--- src/rtl/mdu_seq_ctrl_if.sv ---
// Issue-side and writeback-side handshake bundle of the RV32M execute unit.
// master = issue/writeback pipeline, slave = the execute unit.
`timescale 1ns/1ps
interface mdu_seq_ctrl_if #(
    parameter int XLEN = 32
);
    logic            start_valid;
    logic            start_ready;
    logic [2:0]      funct3;
    logic [XLEN-1:0] rs1;
    logic [XLEN-1:0] rs2;
    logic            flush;
    logic            result_valid;
    logic            result_ready;
    logic [XLEN-1:0] result;
    logic            busy;

    modport master (
        output start_valid, funct3, rs1, rs2, flush, result_ready,
        input  start_ready, result_valid, result, busy
    );

    modport slave (
        input  start_valid, funct3, rs1, rs2, flush, result_ready,
        output start_ready, result_valid, result, busy
    );
endinterface

--- src/rtl/mdu_seq_ctrl.sv ---
// RV32M execute unit: one-cycle multiply through an external array multiplier,
// bit-serial restoring divide, and a single result slot with valid/ready back-pressure.
`timescale 1ns/1ps
module mdu_seq_ctrl #(
    parameter int XLEN = 32
) (
    input  logic              clk,
    input  logic              rst_n,
    mdu_seq_ctrl_if.slave     bus,
    output logic [XLEN-1:0]   mul_a,
    output logic [XLEN-1:0]   mul_b,
    output logic [1:0]        mul_sn,
    input  logic [2*XLEN-1:0] mul_p
);
    localparam int                     CW     = $clog2(XLEN + 1);
    localparam logic [XLEN-1:0]        ONE    = XLEN'(1);
    localparam logic [CW-1:0]          LAST   = CW'(XLEN - 1);
    localparam logic signed [XLEN-1:0] MIN_S  = {1'b1, {(XLEN-1){1'b0}}};
    localparam logic signed [XLEN-1:0] NEG1_S = '1;

    typedef enum logic [2:0] {
        S_IDLE = 3'd0,
        S_MUL  = 3'd1,
        S_DIV  = 3'd2,
        S_FIX  = 3'd3,
        S_DONE = 3'd4
    } state_t;

    state_t          state_q, state_d;
    logic [2:0]      op_q, op_d;
    logic [XLEN-1:0] mul_a_q, mul_a_d;
    logic [XLEN-1:0] mul_b_q, mul_b_d;
    logic [1:0]      mul_sn_q, mul_sn_d;
    logic [XLEN-1:0] quot_q, quot_d;
    logic [XLEN-1:0] rem_q, rem_d;
    logic [XLEN-1:0] divisor_q, divisor_d;
    logic [XLEN-1:0] result_q, result_d;
    logic [CW-1:0]   cnt_q, cnt_d;
    logic            neg_q_q, neg_q_d;
    logic            neg_r_q, neg_r_d;
    logic            fast_q, fast_d;

    logic signed [XLEN-1:0] rs1_s, rs2_s;
    logic                   is_idle, accept;
    logic                   op_is_div, div_signed, div_by_zero, div_ovf, div_fast;
    logic [XLEN:0]          trial;

    function automatic logic [XLEN-1:0] cond_neg(input logic [XLEN-1:0] v, input logic neg);
        return neg ? (~v + ONE) : v;
    endfunction

    // Multiplier sign selects; 01 (A unsigned, B signed) has no RV32M user.
    function automatic logic [1:0] sn_for(input logic [2:0] f3);
        case (f3)
            3'b000, 3'b001: return 2'b11;
            3'b010:         return 2'b10;
            default:        return 2'b00;
        endcase
    endfunction

    function automatic logic [XLEN-1:0] fast_result(input logic [2:0] f3,
                                                    input logic [XLEN-1:0] a,
                                                    input logic zero);
        if (zero) begin
            return f3[1] ? a : '1;
        end
        return f3[1] ? '0 : a;
    endfunction

    assign rs1_s       = $signed(bus.rs1);
    assign rs2_s       = $signed(bus.rs2);
    assign is_idle     = (state_q == S_IDLE);
    assign accept      = is_idle && bus.start_valid && !bus.flush;
    assign op_is_div   = bus.funct3[2];
    assign div_signed  = op_is_div && !bus.funct3[0];
    assign div_by_zero = op_is_div && (bus.rs2 == '0);
    assign div_ovf     = div_signed && (rs1_s == MIN_S) && (rs2_s == NEG1_S);
    assign div_fast    = div_by_zero || div_ovf;

    // Trial subtraction of one restoring step; the top bit is the borrow.
    assign trial = {rem_q, quot_q[XLEN-1]} - {1'b0, divisor_q};

    always_comb begin
        state_d = state_q;
        case (state_q)
            S_IDLE: begin
                if (accept) begin
                    if (!op_is_div) begin
                        state_d = S_MUL;
                    end else if (div_fast) begin
                        state_d = S_FIX;
                    end else begin
                        state_d = S_DIV;
                    end
                end
            end
            S_MUL:  state_d = S_DONE;
            S_DIV:  state_d = (cnt_q == LAST) ? S_FIX : S_DIV;
            S_FIX:  state_d = S_DONE;
            S_DONE: state_d = bus.result_ready ? S_IDLE : S_DONE;
            default: state_d = S_IDLE;
        endcase
        if (bus.flush && !is_idle) begin
            state_d = S_IDLE;
        end
    end

    always_comb begin
        bus.start_ready  = is_idle;
        bus.busy         = !is_idle;
        bus.result_valid = (state_q == S_DONE);
    end

    assign bus.result = result_q;
    assign mul_a      = mul_a_q;
    assign mul_b      = mul_b_q;
    assign mul_sn     = mul_sn_q;

    always_comb begin
        op_d      = op_q;
        mul_a_d   = mul_a_q;
        mul_b_d   = mul_b_q;
        mul_sn_d  = mul_sn_q;
        quot_d    = quot_q;
        rem_d     = rem_q;
        divisor_d = divisor_q;
        result_d  = result_q;
        cnt_d     = cnt_q;
        neg_q_d   = neg_q_q;
        neg_r_d   = neg_r_q;
        fast_d    = fast_q;

        if (accept) begin
            op_d      = bus.funct3;
            mul_a_d   = bus.rs1;
            mul_b_d   = bus.rs2;
            mul_sn_d  = sn_for(bus.funct3);
            quot_d    = cond_neg(bus.rs1, div_signed && (rs1_s < 0));
            divisor_d = cond_neg(bus.rs2, div_signed && (rs2_s < 0));
            neg_q_d   = div_signed && (bus.rs1[XLEN-1] ^ bus.rs2[XLEN-1]);
            neg_r_d   = div_signed && bus.rs1[XLEN-1];
            cnt_d     = '0;
            fast_d    = div_fast;
            // A fast-path divide parks its answer in the remainder register and
            // spends one cycle in FIX so every divide writes back from the same place.
            rem_d     = div_fast ? fast_result(bus.funct3, bus.rs1, div_by_zero) : '0;
        end

        case (state_q)
            S_MUL: begin
                result_d = (op_q[1:0] == 2'b00) ? mul_p[XLEN-1:0] : mul_p[2*XLEN-1:XLEN];
            end
            S_DIV: begin
                cnt_d = cnt_q + CW'(1);
                if (!trial[XLEN]) begin
                    rem_d  = trial[XLEN-1:0];
                    quot_d = {quot_q[XLEN-2:0], 1'b1};
                end else begin
                    rem_d  = {rem_q[XLEN-2:0], quot_q[XLEN-1]};
                    quot_d = {quot_q[XLEN-2:0], 1'b0};
                end
            end
            S_FIX: begin
                if (fast_q) begin
                    result_d = rem_q;
                end else if (op_q[1]) begin
                    result_d = cond_neg(rem_q, neg_r_q);
                end else begin
                    result_d = cond_neg(quot_q, neg_q_q);
                end
            end
            default: ;
        endcase
    end

    always_ff @(posedge clk or negedge rst_n) begin
        if (!rst_n) begin
            state_q   <= S_IDLE;
            op_q      <= '0;
            mul_a_q   <= '0;
            mul_b_q   <= '0;
            mul_sn_q  <= 2'b00;
            quot_q    <= '0;
            rem_q     <= '0;
            divisor_q <= '0;
            result_q  <= '0;
            cnt_q     <= '0;
            neg_q_q   <= 1'b0;
            neg_r_q   <= 1'b0;
            fast_q    <= 1'b0;
        end else begin
            state_q   <= state_d;
            op_q      <= op_d;
            mul_a_q   <= mul_a_d;
            mul_b_q   <= mul_b_d;
            mul_sn_q  <= mul_sn_d;
            quot_q    <= quot_d;
            rem_q     <= rem_d;
            divisor_q <= divisor_d;
            result_q  <= result_d;
            cnt_q     <= cnt_d;
            neg_q_q   <= neg_q_d;
            neg_r_q   <= neg_r_d;
            fast_q    <= fast_d;
        end
    end
endmodule

--- src/flat_wrapper.sv ---
// flat-port wrapper written by rule: the top's interface ports become plain ports
module mdu_seq_ctrl_flat 
#(
    parameter int XLEN = 32
)
  (clk, rst_n, mul_a, mul_b, mul_sn, mul_p, bus_start_valid, bus_funct3, bus_rs1, bus_rs2, bus_flush, bus_result_ready, bus_start_ready, bus_result_valid, bus_result, bus_busy);
  mdu_seq_ctrl_if #(.XLEN(XLEN)) bus_i ();
  input  logic clk;
  input  logic rst_n;
  output logic [XLEN-1:0] mul_a;
  output logic [XLEN-1:0] mul_b;
  output logic [1:0] mul_sn;
  input  logic [2*XLEN-1:0] mul_p;
  input wire logic [$bits(bus_i.start_valid)-1:0] bus_start_valid;
  input wire logic [$bits(bus_i.funct3)-1:0] bus_funct3;
  input wire logic [$bits(bus_i.rs1)-1:0] bus_rs1;
  input wire logic [$bits(bus_i.rs2)-1:0] bus_rs2;
  input wire logic [$bits(bus_i.flush)-1:0] bus_flush;
  input wire logic [$bits(bus_i.result_ready)-1:0] bus_result_ready;
  output wire logic [$bits(bus_i.start_ready)-1:0] bus_start_ready;
  output wire logic [$bits(bus_i.result_valid)-1:0] bus_result_valid;
  output wire logic [$bits(bus_i.result)-1:0] bus_result;
  output wire logic [$bits(bus_i.busy)-1:0] bus_busy;
  assign bus_i.start_valid = bus_start_valid;
  assign bus_i.funct3 = bus_funct3;
  assign bus_i.rs1 = bus_rs1;
  assign bus_i.rs2 = bus_rs2;
  assign bus_i.flush = bus_flush;
  assign bus_i.result_ready = bus_result_ready;
  assign bus_start_ready = bus_i.start_ready;
  assign bus_result_valid = bus_i.result_valid;
  assign bus_result = bus_i.result;
  assign bus_busy = bus_i.busy;
  mdu_seq_ctrl #(.XLEN(XLEN)) u_core (.clk(clk), .rst_n(rst_n), .bus(bus_i), .mul_a(mul_a), .mul_b(mul_b), .mul_sn(mul_sn), .mul_p(mul_p));
endmodule
--- config.mk ---
export PLATFORM = sky130hd
export DESIGN_NAME = mdu_seq_ctrl_flat
export DESIGN_NICKNAME = d
export VERILOG_FILES = /design/src/rtl/mdu_seq_ctrl_if.sv /design/src/rtl/mdu_seq_ctrl.sv /design/src/flat_wrapper.sv
export SDC_FILE = /design/constraint.sdc
export NUM_CORES = 1
export LEC_CHECK = 0
export CAP_MARGIN = 40
export CORE_UTILIZATION = 55
export CTS_CLUSTER_SIZE = 14
export DETAILED_ROUTE_END_ITERATION = 8
export PLACE_DENSITY = 0.82
export SYNTH_ARGS = -nofsm -noshare
export SYNTH_HDL_FRONTEND = slang
export SYNTH_SLANG_ARGS = --single-unit
--- constraint.sdc ---
create_clock -name clk -period 7.55 [get_ports clk]
set_input_delay 1.51 -clock clk [delete_from_list [all_inputs] [get_ports clk]]
set_output_delay 1.51 -clock clk [all_outputs]
set_load 0.01 [all_outputs]
==> impl_results.md, run 1 <==
- CP max FO: 14
- Final Hold Violating Endpoints: 0
- Vias in the first global route: 14096
- Detail-routed via count per cell: approximately 6.5
- Post-synth EDFFs: 0
- Share of cells above drive strength 1: 0.0541
- Fin crit period: roughly 4.5 ns
- Worst-Skew Late Latency: around 0.53 ns
- Sequential area share after synthesis: 0.363
- CP Cell Sequence: inv_1, ha_1, fa_1, nand2b_1, a21oi_1, o211ai_1, o21a_1, o22ai_1, mux2_2, nor2_2, buf_6, o311a_1
- DR iter-0 viols: ~1700
- Post-CTS Hold Buffers: 0
- Antenna diodes: 0
- CORE AREA: between 20000 and 30000 um2
- Die height: 163 um
- RePlAce Congestion: 1.04
- Maximum vdd drop: ~0.25 mV
- Gr usage total: 0.367
- WS Path Type: flip-flop to flip-flop
- Number of buffers created by CTS: 24
- Routed WL per cell: about 22 um
- Clock skew: 0.0150 ns
- Switching share of total power: 0.449
- CTS tree: built
- P&R area growth vs syn: 24.4%
- Antenna Nets Post-Route: 0
- Mapped Cells: roughly 1800
- Number of port buffers: 236
- Final core occ: 0.701
- Final Max Tran Viols: 0
- Post-CTS sizing: 0
- # DRC: 0
- Pre-Repair DR Iteration Count: 6
- Commonest non-fill, non-tap cell in the layout: nand2_1
- Nets: 2119
- Worst-path clk slew: about 0.060 ns
- CP Launch Type: flip-flop
- Hpwl dp: around 37 mm
- RSZ-0062 raised after global routing: no
- Main synth FF type: dfrtp_1
- Setup TNS: 0 ns
- Cell variety after synth: between 60 and 70
- First-pass GRT wire length: ~76 mm
- Post-synth ARST share: 1.00
- Clock share of power: 0.184
- Internal power: 3.53 mW
- Logic gate share of total power: 0.509
- Synthesized cell area: between 10000 and 15000 um2
- Met2 Use GR: 0.583
- M3 GR Usage: 0.0891
- Slew @ Worst Pin: about 0.92 ns
- YS warnings: 0
- Syn nets: roughly 2000
- Hold Crit Class: flip-flop to flip-flop
- Drt total wl: 49.6 mm
- Max_cap viols: 0
- CTS H-tree depth: 1
- Largest net degree at the start of global routing: roughly 190
- Max Clock Freq: about 220 MHz
- Power per Cell Area: around 360 nW/um2
- Clk root buf: clkbuf_16
- Sw power: between 2 and 3 mW
- Status: finished, final reports clean
- CTS Sinks: between 200 and 250
- Grt peak-use layer: met2
- Critical path's slowest cell: nor2_2
- Most frequent cells in the layout: nand2_1 (320), clkdlybuf4s50_1 (235), dfrtp_1 (207)
- Grt ovf: 0
- Slew HR: 0.382
- Seq pwr share: 0.307
- Setup crit end kind: flip-flop
- Initial antenna violation count: 0
- Syn_area_per_cell: about 8.0 um2
- Setup violators final: 0
- # rows: between 50 and 60
- IO Pins: 237
- Required time worst endpoint: around 8 ns
- DIE WIDTH: 163 um
- Clock Tree Buf Depth: 3
- Starting Density: 0.563
- Worst path max stage delay: 0.65 ns
- M1 GR Usage: 0.460
- Final period utilization: 0.599
- Synth Register Bits: roughly 210
- Detailed-route via count: 14853
- WP data arrival: 4.98 ns
- Full die area: 26600 um2
- Pleak: roughly 7.3 nW
- Post-CTS Setup Bufs: 0
## worst paths after layout
path	from	cells after the start	slack [ns]	end
min reg2reg	u_core.mul_a[22]	2	0.47	u_core.mul_a[22]
min	u_core.mul_a[22]	2	0.47	u_core.mul_a[22]
min in group asynchronous	rst_n	1	0.96	u_core.bus.result[22]
max	u_core.quot_q[31]	12	3.03	u_core.rem_q[6]
max in group asynchronous	rst_n	2	5.34	u_core.mul_a[21]
max reg2reg	u_core.quot_q[31]	12	3.03	u_core.rem_q[6]
## power by group through the flow
stage               clock network (mW)  logic (mW)  registers, mW
floorplan                            0        2.01           1.82
global placement                     0        3.02           1.93
detailed placement                   0        3.17           1.94
CTS                               1.18        3.19           1.93
global route                      1.22        3.53           1.99
finish                            1.18        3.26           1.96
## metrics by stage
| step | total power [mW] | instance area [um2] | std cells | hold WS (ns) | setup WS [ns] |
|---|---|---|---|---|---|
| after CTS | 6.31 | 17800 | 2291 | 0.477 | 3.18 |
| after global routing | 6.74 | 17800 | 2291 | 0.489 | 2.94 |
| after detailed placement | 5.11 | 17000 | 2248 | 0.462 | 2.69 |
| final | 6.40 | 17800 | 2291 | 0.474 | 3.03 |
| after global placement | 4.95 | 16700 | 2234 | 0.458 | 2.45 |
| after floorplan | 3.83 | 14300 | 1779 | 0.450 | 3.53 |
## critical path, delay by kind of cell (launching register included)
kind            cells  cell delay (ns)
flops               1             0.55
buf+inv             2             0.35
simple gates        2             0.83
compound gates      5             1.63
mux                 1             0.48
fa+ha+maj           2             0.62
## per-layer routing
metal / vias to the layer above / part of all wire / wire length, um
li1: 6784 / - / -
met1: 6973 / 0.38 / 18800
met2: 874 / 0.45 / 22200
met3: 222 / 0.11 / 5510
met4: 0 / 0.062 / 3090
met5: - / 0 / 0
## cell type report
cell class                 count  area (um2)
multi-input combinational   1390        8430
fill                        1999        7580
sequential                   207        5180
timing repair buffer         261        2700
clock buffer                  36         727
tap                          330         413
inverter                      60         225
clock inverter                 7        68.8
## Yosys cell counts, drive strengths merged, types with 12 or more instances
cell,instances,share of area
mux2,15,0.012
o31ai,27,0.015
o41ai,13,0.0080
xnor2,67,0.041
ha,38,0.033
or4,19,0.011
dfrtp,207,0.36
inv,60,0.016
o211ai,19,0.010
nand4,45,0.020
a31oi,18,0.0079
buf,17,0.0051
a21oi,133,0.047
clkbuf,105,0.028
nand2,321,0.084
nor4,12,0.0053
nand3,29,0.010
a22oi,32,0.017
a21o,20,0.011
o21ai,180,0.063
o311a,24,0.017
mux2i,17,0.012
nand2b,13,0.0057
o22ai,17,0.0075
nor2,85,0.022
nor3,53,0.019
o221ai,16,0.0098
xor2,49,0.030
## state kept, by name, summed over array words and instances, names as in the netlist
register           flops
u_core.rem_q          32
u_core.quot_q         32
u_core.op_q            2
u_core.bus.result     32
u_core.state_q         3
u_core.fast_q          1
u_core.mul_b          31
u_core.neg_q_q         1
u_core.mul_sn          2
u_core.neg_r_q         1
u_core.mul_a          32
u_core.divisor_q      32
u_core.cnt_q           6
## cells by family (layout without fill, tap and decap cells)
family,count (synthesis),count (layout),share of synthesized area
muxes,32,32,0.0238
and+or+nand+nor,643,643,0.210
AOI/OAI and AO/OA,560,560,0.249
adders and majority gates,39,39,0.0347
xor gates and xnor gates,116,116,0.0712
buffers and inverters,182,364,0.0485
DFF,207,207,0.363
No activity file was read; power rests on OpenSTA's default activity.
==> run 2, diff against run 1 <==
clock period = 4.6 ns   (was 7.55 ns; I/O delays follow)
==> impl_results.md, run 2 (synthesized netlist as in run 1, its figures left out) <==
- Number of buffers created by CTS: 24 (unchanged)
- # DRC: 0 (unchanged)
- Pre-Repair DR Iteration Count: 6 (unchanged)
- CTS Sinks: 207 (unchanged)
- Most Frequent Cell on Critical Path: buf_4
- Drt total wl: 51.6 mm (was 49.6 mm)
- Sw power: 4.89 mW (was 2.87 mW)
- RSZ-0062 raised after global routing: no (unchanged)
- DR iter-0 viols: 1516 (was 1705)
- CORE AREA: 25300 um2 (unchanged)
- Clock Tree Buf Depth: 3 (unchanged)
- Largest net degree at the start of global routing: 194 (unchanged)
- Logic gate share of total power: 0.519 (was 0.509)
- Final period utilization: 0.810 (was 0.599)
- Setup TNS: 0 ns (unchanged)
- Worst Setup SP: u_core.quot_q[31] (unchanged)
- Max Clock Freq: 268 MHz (was 221 MHz)
- Post-CTS Hold Buffers: 0 (unchanged)
- Power per Cell Area: 609 nW/um2 (was 361 nW/um2)
- Total chip power: 10.9 mW (was 6.40 mW)
- CTS tree: built (unchanged)
- Critical R2R Launch: u_core.quot_q[31] (unchanged)
- Required time worst endpoint: 5.00 ns (was 8.01 ns)
- Number of fill cells: 2028 (was 1999)
- Clk root buf: clkbuf_16 (unchanged)
- Initial antenna violation count: 0 (unchanged)
- Switching share of total power: 0.449 (about the same)
- Worst-path clk slew: 0.06 ns (about the same)
- DIE WIDTH: 163 um (unchanged)
- WS Path Type: flip-flop to flip-flop (unchanged)
- Slew @ Worst Pin: 0.940 ns (was 0.919 ns)
- Final Hold Violating Endpoints: 0 (unchanged)
- Detail-routed via count per cell: 6.51 (was 6.48)
- CP max FO: 6 (was 14)
- Antenna Nets Post-Route: 0 (unchanged)
- Post-CTS sizing: 0 (unchanged)
- Grt ovf: 0 (unchanged)
- Starting Density: 0.563 (unchanged)
- Clock skew: 0.00859 ns (was 0.0150 ns)
- Vias in the first global route: 14010 (was 14096)
- Gr usage total: 0.383 (was 0.367)
- Status: finished, final reports clean (unchanged)
- # rows: 58 (unchanged)
- Seq pwr share: 0.288 (was 0.307)
- Final Max Tran Viols: 0 (unchanged)
- Setup crit end kind: flip-flop (unchanged)
- Number of port buffers: 236 (unchanged)
- CP Cell Sequence: inv_1, ha_1, fa_1, nand2b_1, a21oi_1, buf_4, o211ai_1, o21a_1, o22ai_1, buf_4, mux2_2, nor3_1, buf_4, a221oi_1 (was inv_1, ha_1, fa_1, nand2b_1, a21oi_1, o211ai_1, o21a_1, o22ai_1, mux2_2, nor2_2, buf_6, o311a_1)
- Fin crit period: 3.73 ns (was 4.52 ns)
- First-pass GRT wire length: 78.6 mm (was 76.2 mm)
- Layout Cells excl Fill: 2311 (was 2291)
- Max_cap viols: 0 (unchanged)
- Maximum vdd drop: 0.373 mV (was 0.252 mV)
- CP Launch Type: flip-flop (unchanged)
- Hpwl dp: 37.8 mm (was 36.7 mm)
- Antenna diodes: 0 (unchanged)
- Full die area: 26600 um2 (unchanged)
- Die height: 163 um (unchanged)
- Slew HR: 0.373 (was 0.382)
- WP data arrival: 4.13 ns (was 4.98 ns)
- Commonest non-fill, non-tap cell in the layout: nand2_1 (unchanged)
- Detailed-route via count: 15035 (was 14853)
- Hold Crit Class: input port to async pin (was flip-flop to flip-flop)
- Internal power: 6.01 mW (was 3.53 mW)
- Share of cells above drive strength 1: 0.0656 (was 0.0541)
- Placed cells: 2268 (was 2248)
- IO Pins: 237 (unchanged)
- Worst path max stage delay: 0.57 ns (was 0.65 ns)
- Pleak: 7.41 nW (was 7.29 nW)
- Most frequent cells in the layout: nand2_1 (320), clkdlybuf4s50_1 (235), dfrtp_1 (207) (unchanged)
- RePlAce Congestion: 1.01 (was 1.04)
- Post-CTS Setup Bufs: 0 (unchanged)
- Setup violators final: 0 (unchanged)
- P&R area growth vs syn: 25.3% (was 24.4%)
- Routed WL per cell: 22.3 um (was 21.7 um)
- CTS H-tree depth: 1 (unchanged)
- Worst-Skew Late Latency: 0.54 ns (was 0.53 ns)
- Critical path's slowest cell: dfrtp_1 (was nor2_2)
- Nets: 2139 (was 2119)
- Clock share of power: 0.192 (was 0.184)
## run 2: cell types whose count changed in the layout (fill, tap and decap cells not counted), moves of 2 or more
cell,before,now
clkinvlp_4,2,0
buf_16,5,1
buf_4,10,38
inv_6,0,3
buf_8,4,2
clkbuf_1,5,1
bufinv_16,1,4
## run 2: final timing paths
path,cells after the start,to,slack [ns]
max in group asynchronous,2,u_core.cnt_q[3],3.06
min reg2reg,2,u_core.mul_a[19],0.48
min,1,u_core.bus.result[25],0.45
max reg2reg,14,u_core.rem_q[19],0.87
min in group clk,2,u_core.mul_a[19],0.48
max,14,u_core.rem_q[19],0.87
## run 2: per-stage QoR
step                      setup WS [ns]  hold WS, ns  utilization  area, um2
after floorplan                    1.17        0.450            -      14300
after global placement            0.688        0.458        0.668      16900
after detailed placement          0.601        0.461        0.672      17000
after CTS                          1.00        0.480        0.706      17900
after global routing              0.808        0.497        0.706      17900
final                             0.874        0.452        0.706      17900
## run 2: per-layer routing
| metal | global-route usage | share of wire |
|---|---|---|
| met2 | 0.620 | 0.46 |
| met1 | 0.492 | 0.39 |
| met3 | 0.0655 | 0.098 |
| met4 | 0.195 | 0.057 |
| met5 | 0 | 0 |
## run 2: power groups by stage
stage                     registers (mW)  clock network, mW  logic [mW]
after floorplan                     2.99                  0        3.29
after global placement              3.10                  0        5.35
after detailed placement            3.11                  0        5.49
after CTS                           3.09               2.10        5.53
after global routing                3.18               2.17        6.08
final                               3.14               2.10        5.66
## run 2: layout make-up
class                           count  area [um2]  area share
Inverter                           60         225      0.0126
Multi-Input combinational cell   1390        8420       0.471
Timing Repair Buffer              281        2770       0.155
Clock inverter                     12         183      0.0102
Clock buffer                       31         687      0.0384
Tap cell                          330         413      0.0231
Sequential cell                   207        5180       0.290
## run 2: critical path: cells and delay by family, from the launching register on
kind            cells  cell delay [ns]
compound gates      5             0.78
fa+ha+maj           2             0.63
buf+inv             4             0.67
flops               1             0.57
mux                 1             0.40
simple gates        2             0.53
